==> config.mk <==
export PLATFORM = sky130hd
export DESIGN_NAME = alu_issue_stage
export DESIGN_NICKNAME = d
export VERILOG_FILES = /design/src/rtl/alu_issue_stage.sv
export SDC_FILE = /design/constraint.sdc
export NUM_CORES = 1
export LEC_CHECK = 0
export CAP_MARGIN = 20
export CORE_ASPECT_RATIO = 1.75
export CORE_MARGIN = 2
export CORE_UTILIZATION = 60
export DETAILED_ROUTE_END_ITERATION = 10
export GPL_TIMING_DRIVEN = 0
export HOLD_SLACK_MARGIN = 0.02
export PLACE_DENSITY = 0.84
export REMOVE_ABC_BUFFERS = 1
export SYNTH_ARGS = -nofsm -noshare
export SYNTH_HDL_FRONTEND = slang
export SYNTH_SLANG_ARGS = --single-unit
==> constraint.sdc <==
create_clock -name clk -period 2.7 [get_ports clk]
set_input_delay 0.27 -clock clk [delete_from_list [all_inputs] [get_ports clk]]
set_output_delay 0.27 -clock clk [all_outputs]
set_load 0.1 [all_outputs]
==> src/rtl/alu_issue_stage.sv <==
// Decode/operand-fetch stage ahead of the 24-bit ALU: 8x24 register file, one-entry issue slot.
// Issue data appears the cycle after accept; instr_ready = slot empty or being popped this cycle.
module alu_issue_stage #(
  parameter int DATA_W = 24,
  parameter int NREGS  = 8
) (
  input  logic              clk,
  input  logic              rst,
  input  logic              instr_valid,
  output logic              instr_ready,
  input  logic [23:0]       instr,
  input  logic              wb_en,
  input  logic [2:0]        wb_addr,
  input  logic [DATA_W-1:0] wb_data,
  output logic              issue_valid,
  input  logic              issue_ready,
  output logic [3:0]        alu_control,
  output logic [DATA_W-1:0] in1,
  output logic [DATA_W-1:0] in2,
  output logic [7:0]        absVal,
  output logic [2:0]        issue_rd,
  output logic              issue_is_mem,
  output logic              jump_valid,
  output logic [DATA_W-1:0] jump_target,
  output logic              illegal
);

  localparam logic [0:0] S_EMPTY = 1'b0;
  localparam logic [0:0] S_FULL  = 1'b1;

  localparam logic [3:0] OP_JUMP = 4'b0111;
  localparam logic [3:0] OP_NOP  = 4'b1000;
  localparam logic [3:0] OP_LD   = 4'b1010;
  localparam logic [3:0] OP_ST   = 4'b1011;

  logic [DATA_W-1:0] r_regs [NREGS];

  logic [0:0]        r_state;
  logic [3:0]        r_ctrl;
  logic [DATA_W-1:0] r_in1;
  logic [DATA_W-1:0] r_in2;
  logic [7:0]        r_abs;
  logic [2:0]        r_rd;
  logic              r_is_mem;
  logic [2:0]        r_ra;
  logic [2:0]        r_rb;
  logic              r_jump_valid;
  logic [DATA_W-1:0] r_jump_target;
  logic              r_illegal;

  logic [3:0]        w_op;
  logic [2:0]        w_ry;
  logic [2:0]        w_ra;
  logic [2:0]        w_rb;
  logic [7:0]        w_imm;
  logic              w_is_alu;
  logic              w_is_mem;
  logic              w_is_jump;
  logic              w_is_illegal;
  logic [DATA_W-1:0] w_opa;
  logic [DATA_W-1:0] w_opb;
  logic              w_full;
  logic              w_ready;
  logic              w_accept;
  logic              w_pop;
  logic              w_load;
  logic              w_unused_bits;

  assign w_op          = instr[23:20];
  assign w_ry          = instr[19:17];
  assign w_ra          = instr[16:14];
  assign w_rb          = instr[13:11];
  assign w_imm         = instr[7:0];
  assign w_unused_bits = ^instr[10:8];

  always_comb begin
    w_is_alu     = 1'b0;
    w_is_mem     = 1'b0;
    w_is_jump    = 1'b0;
    w_is_illegal = 1'b0;
    case (w_op)
      4'b0000, 4'b0001, 4'b0010, 4'b0011,
      4'b0100, 4'b0101, 4'b0110,
      4'b1100, 4'b1101:   w_is_alu     = 1'b1;
      OP_LD, OP_ST:       w_is_mem     = 1'b1;
      OP_JUMP:            w_is_jump    = 1'b1;
      OP_NOP:             ;
      default:            w_is_illegal = 1'b1;
    endcase
  end

  // Operand reads see a same-cycle writeback so no stale value is captured.
  assign w_opa = (wb_en && (wb_addr == w_ra)) ? wb_data : r_regs[w_ra];
  assign w_opb = (wb_en && (wb_addr == w_rb)) ? wb_data : r_regs[w_rb];

  assign w_full   = (r_state == S_FULL);
  assign w_ready  = !w_full || issue_ready;
  assign w_accept = instr_valid && w_ready;
  assign w_pop    = w_full && issue_ready;
  assign w_load   = w_accept && (w_is_alu || w_is_mem);

  always_ff @(posedge clk) begin
    if (rst) begin
      for (int i = 0; i < NREGS; i++) begin
        r_regs[i] <= '0;
      end
    end else if (wb_en) begin
      r_regs[wb_addr] <= wb_data;
    end
  end

  always_ff @(posedge clk) begin
    if (rst) begin
      r_state  <= S_EMPTY;
      r_ctrl   <= '0;
      r_in1    <= '0;
      r_in2    <= '0;
      r_abs    <= '0;
      r_rd     <= '0;
      r_is_mem <= 1'b0;
      r_ra     <= '0;
      r_rb     <= '0;
    end else if (w_load) begin
      r_state  <= S_FULL;
      r_ctrl   <= w_op;
      r_in1    <= w_opa;
      r_in2    <= w_opb;
      r_abs    <= w_imm;
      r_rd     <= w_is_mem ? w_rb : w_ry;
      r_is_mem <= w_is_mem;
      r_ra     <= w_ra;
      r_rb     <= w_rb;
    end else if (w_pop) begin
      r_state <= S_EMPTY;
    end else if (w_full && wb_en) begin
      // A stalled slot tracks writebacks to its source registers.
      if (wb_addr == r_ra) begin
        r_in1 <= wb_data;
      end
      if (wb_addr == r_rb) begin
        r_in2 <= wb_data;
      end
    end
  end

  always_ff @(posedge clk) begin
    if (rst) begin
      r_jump_valid  <= 1'b0;
      r_jump_target <= '0;
      r_illegal     <= 1'b0;
    end else begin
      r_jump_valid <= w_accept && w_is_jump;
      r_illegal    <= w_accept && w_is_illegal;
      if (w_accept && w_is_jump) begin
        r_jump_target <= w_opa;
      end
    end
  end

  assign instr_ready  = w_ready;
  assign issue_valid  = w_full;
  assign alu_control  = r_ctrl;
  assign in1          = r_in1;
  assign in2          = r_in2;
  assign absVal       = r_abs;
  assign issue_rd     = r_rd;
  assign issue_is_mem = r_is_mem;
  assign jump_valid   = r_jump_valid;
  assign jump_target  = r_jump_target;
  assign illegal      = r_illegal;

endmodule

* Word level (Yosys, flattened, before mapping)
Memories as Yosys holds them, arrays and structs flattened.
Cells that the tools add are included.
Widths: inputs -> output; s select.
** Storage, ports and cells
- Register bits :: 97
- Bits in writable memories :: 192
- Bits of input ports :: 56
- Output and inout port bits :: 92
- Word-level logic and storage cells :: 77
- Memories :: 1
** Operators by class
- Equal/unequal tests :: 17
- Muxes and demuxes :: 25
- Reductions and logical operators :: 22
** Memories
- r_regs :: depth 8, bits a word 24, read ports 2, clocked after Yosys merged registers in 0, wr ports 8, line 36 : logic [DATA_W-1:0] r_regs [NREGS];
** Operators by type and width (number)
- $mux 24 :: 11
- $reduce_or 24->1 :: 1
- $eq 4x4->1 const B :: 5
- $eq 4x3->1 const B :: 4
- $reduce_or 13->1 :: 1
- $eq 3x3->1 :: 4
- $mux 1 :: 12
- $reduce_or 9->1 :: 1
- $eq 4x2->1 const B :: 2
- $logic_and 1x1->1 :: 8
- $reduce_bool 2->1 :: 4
- $mux 3 :: 2
- $reduce_and 3->1 :: 2
- $eq 4x1->1 const B :: 1
- $logic_not 4->1 :: 1
- $logic_or 1x1->1 :: 2
- $ne 2x1->1 const B :: 1
- $reduce_or 2->1 :: 1
- $logic_not 1->1 :: 1

* Depth between registers and ports, before layout
- Depth after elaboration :: 7
- Gate-level depth with buffers :: 8

* Worst setup path before layout
Ideal clock, no wire load.
- Path type :: register to register
- Start point :: register r_state (netlist: issue_valid)
- End point :: register r_jump_target[15] (netlist: jump_target[15])
- Setup time :: 0.070 ns
- Arrival :: 2.759 ns
- Required time :: 2.630 ns
- Slack :: -0.129 ns
- Cell stages (with the launch flop) :: 8
- Path buffers :: 2
- Period minus slack after synthesis :: 2.829 ns
- Path through :: dfxtp_1 > nand2b_2 > nand2_1 > or3_1 > clkbuf_1 > clkbuf_1 > nand2_1 > a21oi_1
** Between the ends
- Longest elaborated chain between the ends :: 4
** RTL lines
- start: declaration :: line 38 : logic [0:0] r_state;
- start signal: assignment :: line 114 : r_state <= S_EMPTY;
- start signal: assignment :: line 124 : r_state <= S_FULL;
- start signal: assignment :: line 134 : r_state <= S_EMPTY;
- $logic_not 1->1 :: line 97 : assign w_ready = !w_full || issue_ready;
- $logic_or 1x1->1 :: line 97
- named net instr_ready :: line 10 : output logic instr_ready,
- $logic_and 1x1->1 :: line 98 : assign w_accept = instr_valid && w_ready;
- $logic_and 1x1->1 :: line 154 : if (w_accept && w_is_jump) begin
- end signal: assignment :: line 155 : r_jump_target <= w_opa;
- end: declaration :: line 48 : logic [DATA_W-1:0] r_jump_target;
The timed path passes the listed nets, and every way through them passes these cells.
A chain may end at the register's enable or synchronous reset.

* Final worst setup path
- Start point :: input instr[21]
- End point :: register r_in2[4] (netlist: in2[4])
** Between the ends
- Longest elaborated chain between the ends :: 7
** RTL lines
- start: declaration :: line 11 : input logic [23:0] instr,
- $eq 4x1->1 (tied with other cells) :: line 81 : case (w_op)
- $reduce_or 9->1 / $reduce_or 2->1 (equally long branches)
- $mux 1 :: line 81
- $logic_or 1x1->1 (*) :: line 100 : assign w_load = w_accept && (w_is_alu || w_is_mem);
- $logic_and 1x1->1 (*) :: line 100
- $ne 2x1->1 (no source line) / $reduce_bool 2->1 (equally long branches)
- $reduce_and 3->1 (no source line)
- end signal: assignment :: line 127 : r_in2 <= w_opb;
- end signal: assignment :: line 141 : r_in2 <= wb_data;
- end: declaration :: line 41 : logic [DATA_W-1:0] r_in2;
Mark *: on every way between the ends. The rest lies on a longest branch, timed or not.

==> flow_summary.json <==
{
  "netlist-cell-type-count": 53,
  "skew_ps": 11.6,
  "setup_viol_count_final": 0,
  "route.vias.total": 10500,
  "rows": 75,
  "final.fill_count": 1517,
  "fmax_mhz": 376,
  "drt_pre_antenna_iters": 7,
  "yosysWarningCount": 0,
  "period_share": 0.985,
  "p_per_area_nw_per_um2": 642,
  "port_buffers": 144,
  "placed_area_sq_um": 16400,
  "ys.flop_type": "edfxtp_1",
  "maxSlewHeadroom": 0.297,
  "whs_path_depth": 2,
  "peakVddDrop_mv": 0.527,
  "hold_buffers": 0,
  "fin_crit_ps": 2660,
  "ant_nets": 0,
  "async_flop_share": 0,
  "post-synth-top-area-fraction": 0.395,
  "dpl.hpwl_mm": 24.5,
  "hold_path_class": "primary input to flop",
  "routabilityCongestion": 0.752,
  "antenna_found_initial": 1,
  "clkTransAtPathRegs_ps": 60,
  "fin_area_sq_um": 17300,
  "grt_pass1_wl_mm": 60.6,
  "dieArea_sq_um": 25600,
  "reg2reg_depth": 7,
  "synth_edf_count": 192,
  "netlist_area_sq_um": 14600,
  "critPathKind": "primary input to flop",
  "status": "completed",
  "most-common-layout-cells": "and2_1 (192), edfxtp_1 (192), clkdlybuf4s50_1 (137)",
  "grt_usage": 0.317,
  "h-tree-depth": 1,
  "coreArea_sq_um": 23900,
  "clockBufferDepth": 3,
  "crit_fanout": 29,
  "start_util": 0.609,
  "finalHoldViolCount": 0,
  "die_w_um": 122,
  "slew_viol_final": 0,
  "cts-root-buf": "clkbuf_16",
  "drt_iter0_drc": 1199,
  "crit_arrival_ps": 3100,
  "p_leak_uw": 0.00616,
  "cp_slowest_cell": "clkdlybuf4s50_1",
  "crit_path_frequent_cell": "buf_16",
  "route.detailed.drc": 0,
  "syn_avg_cell_area_sq_um": 12.4,
  "postSynthCellCount": 1178,
  "syn_to_final_growth_pct": 18.9,
  "ioPinCount": 148,
  "critPathLaunchType": "primary input",
  "viasPerCell": 6.56,
  "grt_max_degree": 56,
  "multi_input_area_sq_um": 6320,
  "yosys-top-cells-area": "edfxtp_1 (40%), dfxtp_1 (13%), mux4_2 (10%), and2_1 (8.2%), mux2i_1 (5.1%)",
  "cp_cell_sequence": "clkdlybuf4s50_1, xor2_1, o2111ai_4, buf_16, a41oi_4, buf_12, buf_16, nand2_1, a32o_1",
  "ys_ff_latch": 289,
  "grt-ovfl-total": 0,
  "diodes": 0,
  "end_kind": "flop",
  "postLayoutCoreUtil": 0.724,
  "cts_buffers": 27,
  "die_h_um": 210,
  "cap_viol_max_count": 0,
  "synth_top_area_cell": "edfxtp_1",
  "cts.sinks": 289,
  "routedWlPerCell_um": 25.6,
  "nets": 1323,
  "tightest_slew_ps": 1050,
  "synth_seq_area_share": 0.529,
  "worstSkewPairLatency_ps": 550,
  "required_ps": 3140,
  "seq_area_sq_um": 7710,
  "power_uw": 11100,
  "grt_pass1_vias": 10800,
  "finalSetupTns_ps": 0,
  "critPathMaxStageDelay_ps": 610,
  "cts_tree": "built",
  "wirelength_mm": 40.8,
  "drive_gt1_frac": 0.176
}
==> metrics by stage <==
step                hold slack (ps)  std cells  worst slack (ps)
global route                    223       1595             -55.4
CTS                             191       1594            0.0702
detailed placement              446       1542              -663
floorplan                       339       1062              -732
global placement                441       1514             -5020
finish                          200       1595              39.5
==> metal layers <==
layer / wire [um] / global-route usage / up-vias
li1: - / - / 4507
met1: 13700 / 0.366 / 5131
met2: 21400 / 0.563 / 684
met3: 4210 / 0.0576 / 134
met4: 1530 / 0.145 / 0
met5: 0 / 0 / -
==> power breakdown <==
part	leakage, uW	switching (uW)	internal [uW]
sequential	0.00263	152	4990
clock	0.000415	1740	2120
combinational	0.00312	1390	735
==> cells in the mapped netlist, types with 2 or more instances <==
master    number
buf_12         2
a211oi_1      27
mux4_1         5
buf_1          4
a21oi_1       70
edfxtp_1     192
or2_2         27
nor3_1         5
and2_1       192
clkbuf_1      68
nand2_1      104
buf_6          6
buf_2         22
o21bai_1       4
buf_4         10
xnor2_1        6
dfxtp_1       97
or3_1         47
a211oi_2       4
o22ai_1       24
mux4_2        67
mux2i_1       74
nand3b_1       4
xor2_1         7
a32o_1        19
clkbuf_8       2
or3_2          2
nor2_1        36
nand2b_1       3
mux2_2        25
==> repair_timing <==
action,in CTS,in global routing
setup buffers,3,0
resized for setup,3,4
endpoints found under the setup margin,84,84
pin swaps,0,1
gates cloned,0,1
==> state kept, by name, summed over array words and instances (netlist names) <==
name          count
absVal            8
r_rb              3
r_regs          192
illegal           1
jump_valid        1
issue_valid       1
issue_rd          3
in2              24
in1              24
r_ra              3
jump_target      24
issue_is_mem      1
alu_control       4
==> cells by family after synthesis <==
family	share of synthesized area
simple gates	0.165
flops	0.529
mux	0.183
compound gates	0.0734
buf+inv	0.0421
xor+xnor	0.00781
==> final timing paths <==
kind | start | endpoint | slack (ps)
min | rst | in1[0]$_SDFFE_PP0P_ | 200
max reg2reg | r_ra[0]$_SDFFE_PP0N_ | in1[11]$_SDFFE_PP0P_ | 320
min reg2reg | alu_control[3]$_SDFFE_PP0N_ | alu_control[3]$_SDFFE_PP0N_ | 450
max | instr[21] | in2[4]$_SDFFE_PP0P_ | 40
==> worst max-delay path, delay by kind of cell <==
kind                   cells  cell delay (ps)
buffers and inverters      4             1260
AO/OA/AOI/OAI              3              900
XOR/XNOR                   1              570
AND/OR/NAND/NOR            1               70
==> area by class of cell <==
cell class,count,share of cell area
clock buffers,30,0.0414
well taps,308,0.0222
multi-input cells,773,0.365
clock inverters,19,0.00960
repair buffers,175,0.117
flip-flops and latches,289,0.445
inverters,1,0.000217
(Power assumes the default switching activity.)
